==> config.mk <==
export PLATFORM = sky130hd
export DESIGN_NAME = pipeline_ctrl
export DESIGN_NICKNAME = d
export VERILOG_FILES = /design/src/rtl/pipeline_ctrl.sv
export SDC_FILE = /design/constraint.sdc
export NUM_CORES = 1
export LEC_CHECK = 0
export ABC_AREA = 1
export BUFFER_PORTS_ARGS = -buffer_cell sky130_fd_sc_hd__buf_2
export CAP_MARGIN = 5
export CORE_AREA = 5 5 81 83
export DETAILED_ROUTE_END_ITERATION = 8
export DIE_AREA = 0 0 86 88
export PLACE_DENSITY = 0.67
export SYNTH_ARGS = -nofsm -noshare
export SYNTH_HDL_FRONTEND = slang
export SYNTH_SLANG_ARGS = --single-unit
==> constraint.sdc <==
create_clock -name clk -period 3.8 [get_ports clk]
set_input_delay 0.57 -clock clk [delete_from_list [all_inputs] [get_ports clk]]
set_output_delay 0.57 -clock clk [all_outputs]
set_load 0.1 [all_outputs]
==> src/rtl/pipeline_ctrl.sv <==
// Sequencing and hazard controller for the 5-stage MIPS pipeline: run/pause/step/halt-drain
// FSM plus load-use and branch hazard controls for PC, IF/ID and ID/EX.
//
// state  | meaning
// PAUSED | pipeline frozen, waiting for a debug command (reset state)
// RUN    | free running
// STEP   | single enabled cycle, then back to PAUSED
// DRAIN  | HALT left ID; clocking until the older instructions retire
// HALTED | drained after HALT; frozen until reset
module pipeline_ctrl #(
  parameter int DRAIN_CYCLES = 3,
  parameter int CNT_W        = 32
) (
  input  logic             clk,
  input  logic             reset,
  input  logic [4:0]       id_rs,
  input  logic [4:0]       id_rt,
  input  logic [4:0]       ex_rt,
  input  logic             ex_mem_read,
  input  logic             id_branch_taken,
  input  logic             id_halt,
  input  logic             dbg_run,
  input  logic             dbg_step,
  input  logic             dbg_halt_req,
  output logic             pipe_en,
  output logic             pc_write,
  output logic             ifid_stall,
  output logic             ifid_flush,
  output logic             idex_flush,
  output logic             halted,
  output logic             step_done,
  output logic [CNT_W-1:0] cycle_count
);

  typedef enum logic [2:0] {PAUSED, RUN, STEP, DRAIN, HALTED} state_t;

  localparam int DW = (DRAIN_CYCLES > 1) ? $clog2(DRAIN_CYCLES) : 1;
  localparam logic [DW-1:0] DRAIN_LOAD = DW'(DRAIN_CYCLES - 1);

  state_t          state, state_next;
  logic [DW-1:0]   drain_cnt;
  logic            state_en;
  logic            load_use;

  always_comb begin
    state_next = state;
    case (state)
      PAUSED: begin
        if (dbg_run)       state_next = RUN;
        else if (dbg_step) state_next = STEP;
      end
      RUN: begin
        if (id_halt)           state_next = DRAIN;
        else if (dbg_halt_req) state_next = PAUSED;
      end
      STEP: begin
        if (id_halt) state_next = DRAIN;
        else         state_next = PAUSED;
      end
      DRAIN: begin
        if (drain_cnt == '0) state_next = HALTED;
      end
      HALTED:  state_next = HALTED;
      default: state_next = PAUSED;
    endcase
  end

  assign state_en = (state == RUN) || (state == STEP) || (state == DRAIN);
  // Gated by reset so the pipeline is frozen while reset is held, whatever state we were in.
  assign pipe_en  = state_en && !reset;
  assign halted   = (state == HALTED);

  assign load_use = ex_mem_read && (ex_rt != 5'd0) &&
                    ((ex_rt == id_rs) || (ex_rt == id_rt)) && !id_halt;

  always_comb begin
    pc_write   = 1'b0;
    ifid_stall = 1'b1;
    ifid_flush = 1'b0;
    idex_flush = 1'b0;
    if (pipe_en) begin
      ifid_stall = 1'b0;
      if (state == DRAIN) begin
        ifid_flush = 1'b1;
      end else if (load_use) begin
        // Load-use beats a taken branch: the branch operands are not ready yet.
        ifid_stall = 1'b1;
        idex_flush = 1'b1;
      end else if (id_branch_taken) begin
        pc_write   = 1'b1;
        ifid_flush = 1'b1;
      end else if (id_halt) begin
        ifid_flush = 1'b1;
      end else begin
        pc_write   = 1'b1;
      end
    end
  end

  always_ff @(posedge clk) begin
    if (reset) begin
      state       <= PAUSED;
      drain_cnt   <= '0;
      step_done   <= 1'b0;
      cycle_count <= '0;
    end else begin
      state     <= state_next;
      step_done <= (state == STEP) && (state_next == PAUSED);
      if (state_next == DRAIN && state != DRAIN)
        drain_cnt <= DRAIN_LOAD;
      else if (state == DRAIN && drain_cnt != '0)
        drain_cnt <= drain_cnt - 1'b1;
      if (pipe_en)
        cycle_count <= cycle_count + 1'b1;
    end
  end

endmodule

### After elaboration in Yosys (flattened, before gate mapping)

Cells that the tools add are included.

* add/sub/neg operators: 2
* equality and inequality tests: 8
* mux-type cells: 23
* reductions and logical operators: 19

Operator list (count)
* $add A32 B1 Y32 const B: 1
* $mux W3: 5
* $pmux W3 S5: 1
* $mux W1: 14
* $eq A5 B5 Y1: 2
* $eq A3 B2 Y1 const B: 3
* $logic_and A1 B1 Y1: 7
* $logic_not A3 Y1: 2
* $mux W2: 3
* $reduce_bool A5 Y1: 1
* $reduce_bool A2 Y1: 2
* $eq A3 B1 Y1 const B: 1
* $eq A3 B3 Y1 const B: 1
* $logic_or A1 B1 Y1: 3
* $ne A3 B2 Y1 const B: 1
* $logic_not A1 Y1: 2
* $logic_not A2 Y1: 1
* $reduce_or A2 Y1: 1
* $sub A2 B1 Y2 const B: 1

* bits in registers: 38
* bits of input ports: 23
* output and inout port bits: 39

### Logic depth before layout (Yosys ltp)

Gate-level depths: netlist of the first run.

* depth in word-level cells: 7
* depth in mapped cells: 10

### Least setup slack after synthesis of the first run

No wires, ideal clock.

* path type: input to output
* start point: input reset
* end point: output ifid_flush
* arrival time: 3323 ps
* required time: 3230 ps
* slack: -93 ps
* stages on the path: 6
* buffers on the path: 1
* path through: inv_2 > nand2_2 > inv_1 > buf_4 > nand2_1 > nor2_1

* word-level cells in the longest chain between the ends: 3

Ends and longest elaborated chain
* start, declared: line 15 `input logic reset,`
* $logic_not A1 Y1: line 70 `assign pipe_en = state_en && !reset;`
* $logic_and A1 B1 Y1: line 70
* via pipe_en: line 25 `output logic pipe_en,`
* $mux W1: line 81 `if (pipe_en) begin`
* end, declared: line 28 `output logic ifid_flush,`

The timed path passes the listed nets, and every way through them passes these cells.

### Final worst setup path of the first run

* start point: input reset
* end point: output pc_write

* word-level cells in the longest chain between the ends: 3

Ends and longest elaborated chain
* $logic_not A1 Y1: line 70
* $logic_and A1 B1 Y1: line 70
* $mux W1: line 81
* end, declared: line 26 `output logic pc_write,`

Every way passes these cells.

==> results of run 1 <==
-- cell usage after synthesis --
library cell,instances
a31oi_1,1
xnor2_1,2
nor2_2,8
nand3_1,25
nor4_1,1
nor3_1,6
nand3b_1,1
nor2_4,4
nand4_2,1
a21oi_1,23
xor2_1,9
nor2_1,77
nand2_1,128
dfxtp_1,38
clkbuf_1,2
inv_2,1
nand4_1,5
inv_1,48
nand2_2,6
nor3b_1,3
ha_1,2
o21ai_0,11
o31a_1,1
o211ai_1,1
nand4_4,1
buf_4,1
buf_2,3
nor2_8,1
-- flip-flops by register name, summed over array words and instances (netlist names) --
signal and flops:
drain_cnt 2, state 3, step_done 1, cycle_count 32
-- final timing paths --
check	to	startpoint	slack, ps
hold / removal	cycle_count[31]	cycle_count[31]	500
setup / recovery	pc_write	reset	730
setup reg to reg	cycle_count[22]	cycle_count[0]	2130
hold reg to reg	cycle_count[31]	cycle_count[31]	500
-- per-stage QoR --
stage	area [µm²]	power [µW]	hold WS (ps)
4_1_cts	2980	1070	500
6_report	2980	1060	501
3_5_place_dp	2840	639	490
2_1_floorplan	2470	598	520
3_3_place_gp	2840	635	483
5_1_grt	2980	1110	535
-- power groups by stage --
stage | clock (µW) | combinational [µW] | sequential (µW)
3_5_place_dp | 0 | 207 | 432
6_report | 430 | 207 | 423
3_3_place_gp | 0 | 205 | 431
5_1_grt | 460 | 227 | 424
4_1_cts | 437 | 208 | 422
2_1_floorplan | 0 | 128 | 471
-- logic make-up (layout without fill, tap and decap cells) --
| family | after synthesis | after routing |
|---|---|---|
| fa+ha+maj | 2 | 2 |
| xor+xnor | 11 | 11 |
| flops | 38 | 38 |
| simple gates | 267 | 267 |
| compound gates | 37 | 37 |
| buf+inv | 55 | 118 |
-- final cells by class --
cell class	instances	area (µm²)	area share
Sequential cell	38	761	0.255
Inverter	49	184	0.0617
Clock inverter	2	60.1	0.0201
Clock buffer	6	82.6	0.0277
Tap cell	75	93.8	0.0315
Timing Repair Buffer	61	305	0.102
Multi-Input combinational cell	317	1500	0.501
-- worst min-delay path: stages (launching register included) --
cell	delay, ps
dfxtp_1	330
nand2_1	70
a21oi_1	60
-- layer usage --
| layer | up-vias | share of wire | GRT usage |
|---|---|---|---|
| met4 | 0 | 0.018 | 0.0705 |
| met1 | 1216 | 0.47 | 0.230 |
| met2 | 53 | 0.47 | 0.294 |
| met3 | 9 | 0.039 | 0.0310 |
| li1 | 1413 | - | - |
| met5 | - | 0 | 0 |
==> flow_metrics.tcl, run 1 <==
set metrics [dict create \
    maxSlewHeadroom 0.671 \
    die_h_um 88 \
    rr_worst_depth 9 \
    syn_area_um2 2470 \
    path_cells "buf_2, inv_2, nand2_2, inv_1, o211ai_1, a21oi_1, buf_2" \
    synth_top_family_by_area "simple AND/OR/NAND/NOR gates" \
    die-area_um2 7570 \
    synth_cell_type_count 28 \
    io_buffers 61 \
    setup_ws_ps 735 \
    cp-end-kind "output pin" \
    htree_levels 2 \
    max_freq_mhz 326 \
    whs_path_depth 2 \
    cts_tree "done" \
    final_layout_size_suffix_gt1_frac 0.195 \
    cp_num_buf_inv 4 \
    outcome "completed" \
    required_ps 3230 \
    crit_path_max_incr_delay_ps 440 \
    clkTransAtPathRegs_ps 70 \
    synth_top_area_cell "dfxtp_1" \
    grt_setup_unrepaired "no" \
    final_common_cell "nand2_1" \
    antenna_found_initial 0 \
    area_growth_pct 20.8 \
    synth_xor_area_frac 0.0390 \
    num_vias 2691 \
    drv_cap 0 \
    cp-start-kind "input port" \
    p_switching_uw 324 \
    path_class "in2out" \
    worst_pin_slew_ps 496 \
    skew_ps 4.10 \
    vias_per_cell 4.91 \
    final_cells 548 \
    cts_buffers 5 \
    slowest_stage "buf_2" \
    setup_viol 0 \
    grt_util_all_layers 0.178 \
    grt_max_degree 23 \
    seqPwrFrac 0.399 \
    ctsHoldBuffers 0 \
    io_pins 62 \
    overflow 0 \
    mostFrequentLayoutCells "nand2_1, nor2_1, buf_2, inv_1, dfxtp_1" \
    post-dp-hpwl_mm 5.12 \
    pwr-share-comb 0.195 \
    diodes 0 \
    peakVddDrop_uv 466 \
    hold_class "reg2reg" \
    yosys_warnings 0 \
    cts-resized-gates 0 \
    fillCellCount 603 \
    seq_area_frac_synth 0.308 \
    slew_violations 0 \
    grt_pass1_vias 2460 \
    initial_utilization 0.427 \
    place_congestion 0.806 \
    crit_top_cell "buf_2" \
    cts_setup_buffers 0 \
    cpLargestDelayFamily "buffers and inverters" \
    power.static_leakage_uw 0.00126 \
    clockRootBuffer "clkbuf_8" \
    hold_violations 0 \
    p_int_uw 735 \
    worstPathArrival_ps 2500 \
    utilization 0.516 \
    syn_inst 410 \
    synth.avg_cell_area_um2 6.02 \
    p_per_area_nw_per_um2 355 \
    synth_compound_area_frac 0.0781 \
    period_needed_ps 3070 \
    tns_ps 0 \
    first_pass_iters 4 \
    crit_fanout 22 \
    synth_area_leaders "dfxtp_1, nand2_1, nor2_1" \
    swShare 0.306 \
    num_rows 28 \
    yosys_register_bits 38 \
    coreArea_um2 5780 \
    drcViolationCount 0 \
    place_ws_ps 724 \
    detail_route.wl_per_cell_um 11.6 \
    clockPowerShare 0.406 \
    synth_top_area_share 0.308 \
    ant_nets 0 \
    synth-simple-area-share 0.478 \
    yosys.area_share.adder 0.0101 \
    clock_latency_ps 290 \
    place_inst 540 \
    crit_cells 7 \
    yosys-mux-area-fraction 0 \
    grt_pass1_wl_mm 10.8 \
    synth_nets 435 \
    drtIter0Drc 118 \
    period_share 0.807 \
    finish.net_count 497 \
    dieWidth_um 86 \
    clock_path_buffers 2 \
    clock-sinks 38 \
    wl_mm 6.37 \
]
(Power assumes the default switching activity.)
==> run 2: changes to the inputs <==
- PLACE_DENSITY: 0.67 -> 0.7
- clock period: 3.8 -> 2.68 ns (I/O delays scaled with it)
==> flow_metrics.tcl, run 2 (synthesis gave the netlist of run 1 again) <==
set metrics [dict create \
    outcome "completed" \
    fin_hold_ws_ps 442 \
    path_class "reg2out" \
    post-dp-hpwl_mm 5.09 \
    skew_ps 9.24 \
    dieWidth_um 86 \
    overflow 0 \
    worst_pin_slew_ps 502 \
    final_common_cell "nand2_1" \
    num_rows 28 \
    cp-start-kind "flip-flop" \
    first_pass_iters 4 \
    cts_setup_buffers 0 \
    clock_latency_ps 290 \
    finish.net_count 500 \
    hold_violations 0 \
    antenna_found_initial 0 \
    crit_fanout 13 \
    diodes 0 \
    clkTransAtPathRegs_ps 90 \
    grt_setup_unrepaired "no" \
    setup_viol 0 \
    maxSlewHeadroom 0.667 \
    largest_reg_flops 32 \
    grt_pass1_wl_mm 11.2 \
    utilization 0.532 \
    grt_max_degree 22 \
    max_freq_mhz 441 \
    area_growth_pct 24.6 \
    clock-sinks 38 \
    detail_route.wl_per_cell_um 11.6 \
    largest_register "cycle_count" \
    clockRootBuffer "clkbuf_8" \
    cp-end-kind "output pin" \
    required_ps 2280 \
    die_h_um 88 \
    period_share 0.846 \
    cts_tree "done" \
    power.static_leakage_uw 0.00129 \
    ctsHoldBuffers 0 \
    path_cells "nor2_2, nor2_8, nand2_2, inv_1, o211ai_1, a21oi_2, buf_12" \
    wl_mm 6.40 \
    p_total_uw 1550 \
    place_congestion 0.857 \
    p_per_area_nw_per_um2 503 \
    slew_violations 0 \
    ant_nets 0 \
    initial_utilization 0.427 \
    period_needed_ps 2270 \
    tns_ps 0 \
    mostFrequentLayoutCells "nand2_1, nor2_1, buf_2, inv_1, dfxtp_1" \
    drv_cap 0 \
    htree_levels 2 \
    io_buffers 61 \
    drcViolationCount 0 \
    final_layout_size_suffix_gt1_frac 0.204 \
    drtIter0Drc 135 \
    io_pins 62 \
    die-area_um2 7570 \
    cts-resized-gates 0 \
    reg_top3 "cycle_count: 32 flops, state: 3 flops, drain_cnt: 2 flops" \
    worstPathArrival_ps 1870 \
    crit_path_max_incr_delay_ps 410 \
    slowest_stage "dfxtp_1" \
    design_area_um2 3080 \
    peakVddDrop_uv 390 \
    cts_buffers 5 \
    hold_class "in2reg" \
    num_vias 2666 \
    grt_pass1_vias 2488 \
    coreArea_um2 5780 \
    clock_path_buffers 2 \
    grt_util_all_layers 0.182 \
    place_area_um2 2930 \
    vias_per_cell 4.84 \
]
-- run 2: cell type report --
cell class | instances | area, µm²
fill | 587 | 2710
multi-input combinational | 317 | 1510
sequential | 38 | 761
timing repair buffer | 64 | 388
inverter | 49 | 184
tap | 75 | 93.8
clock buffer | 6 | 82.6
clock inverter | 2 | 60.1
-- run 2: worst paths after layout --
check / end / cells past startpoint / slack [ps] / start
hold reg to reg: cycle_count[31] / 2 / 510 / cycle_count[31]
setup reg to reg: cycle_count[22] / 8 / 1010 / cycle_count[0]
hold / removal: state[0] / 3 / 440 / id_halt
setup / recovery: pc_write / 7 / 410 / state[0]
-- run 2: power breakdown --
part,leakage [µW],internal [µW],switching [µW]
registers,0.000307,580,18.6
logic,0.000911,95.4,238
clock network,0.0000714,397,218
-- run 2: layer usage --
layer	vias up	global-route usage	wire length (µm)
li1	1413	-	-
met1	1189	0.235	2940
met3	9	0.0339	338
met2	55	0.310	3060
met5	-	0	0
met4	0	0.0475	62
-- run 2: critical path, delay by kind of cell (launching register included) --
family	cells	cell delay, ps
AND/OR/NAND/NOR	3	440
buffers and inverters	2	410
flip-flops	1	410
AO/OA/AOI/OAI	2	300
-- run 2: through the flow --
step,setup WS [ps],std cells
2_1_floorplan,115,410
3_3_place_gp,677,543
3_5_place_dp,642,543
4_1_cts,408,551
5_1_grt,262,551
6_report,412,551
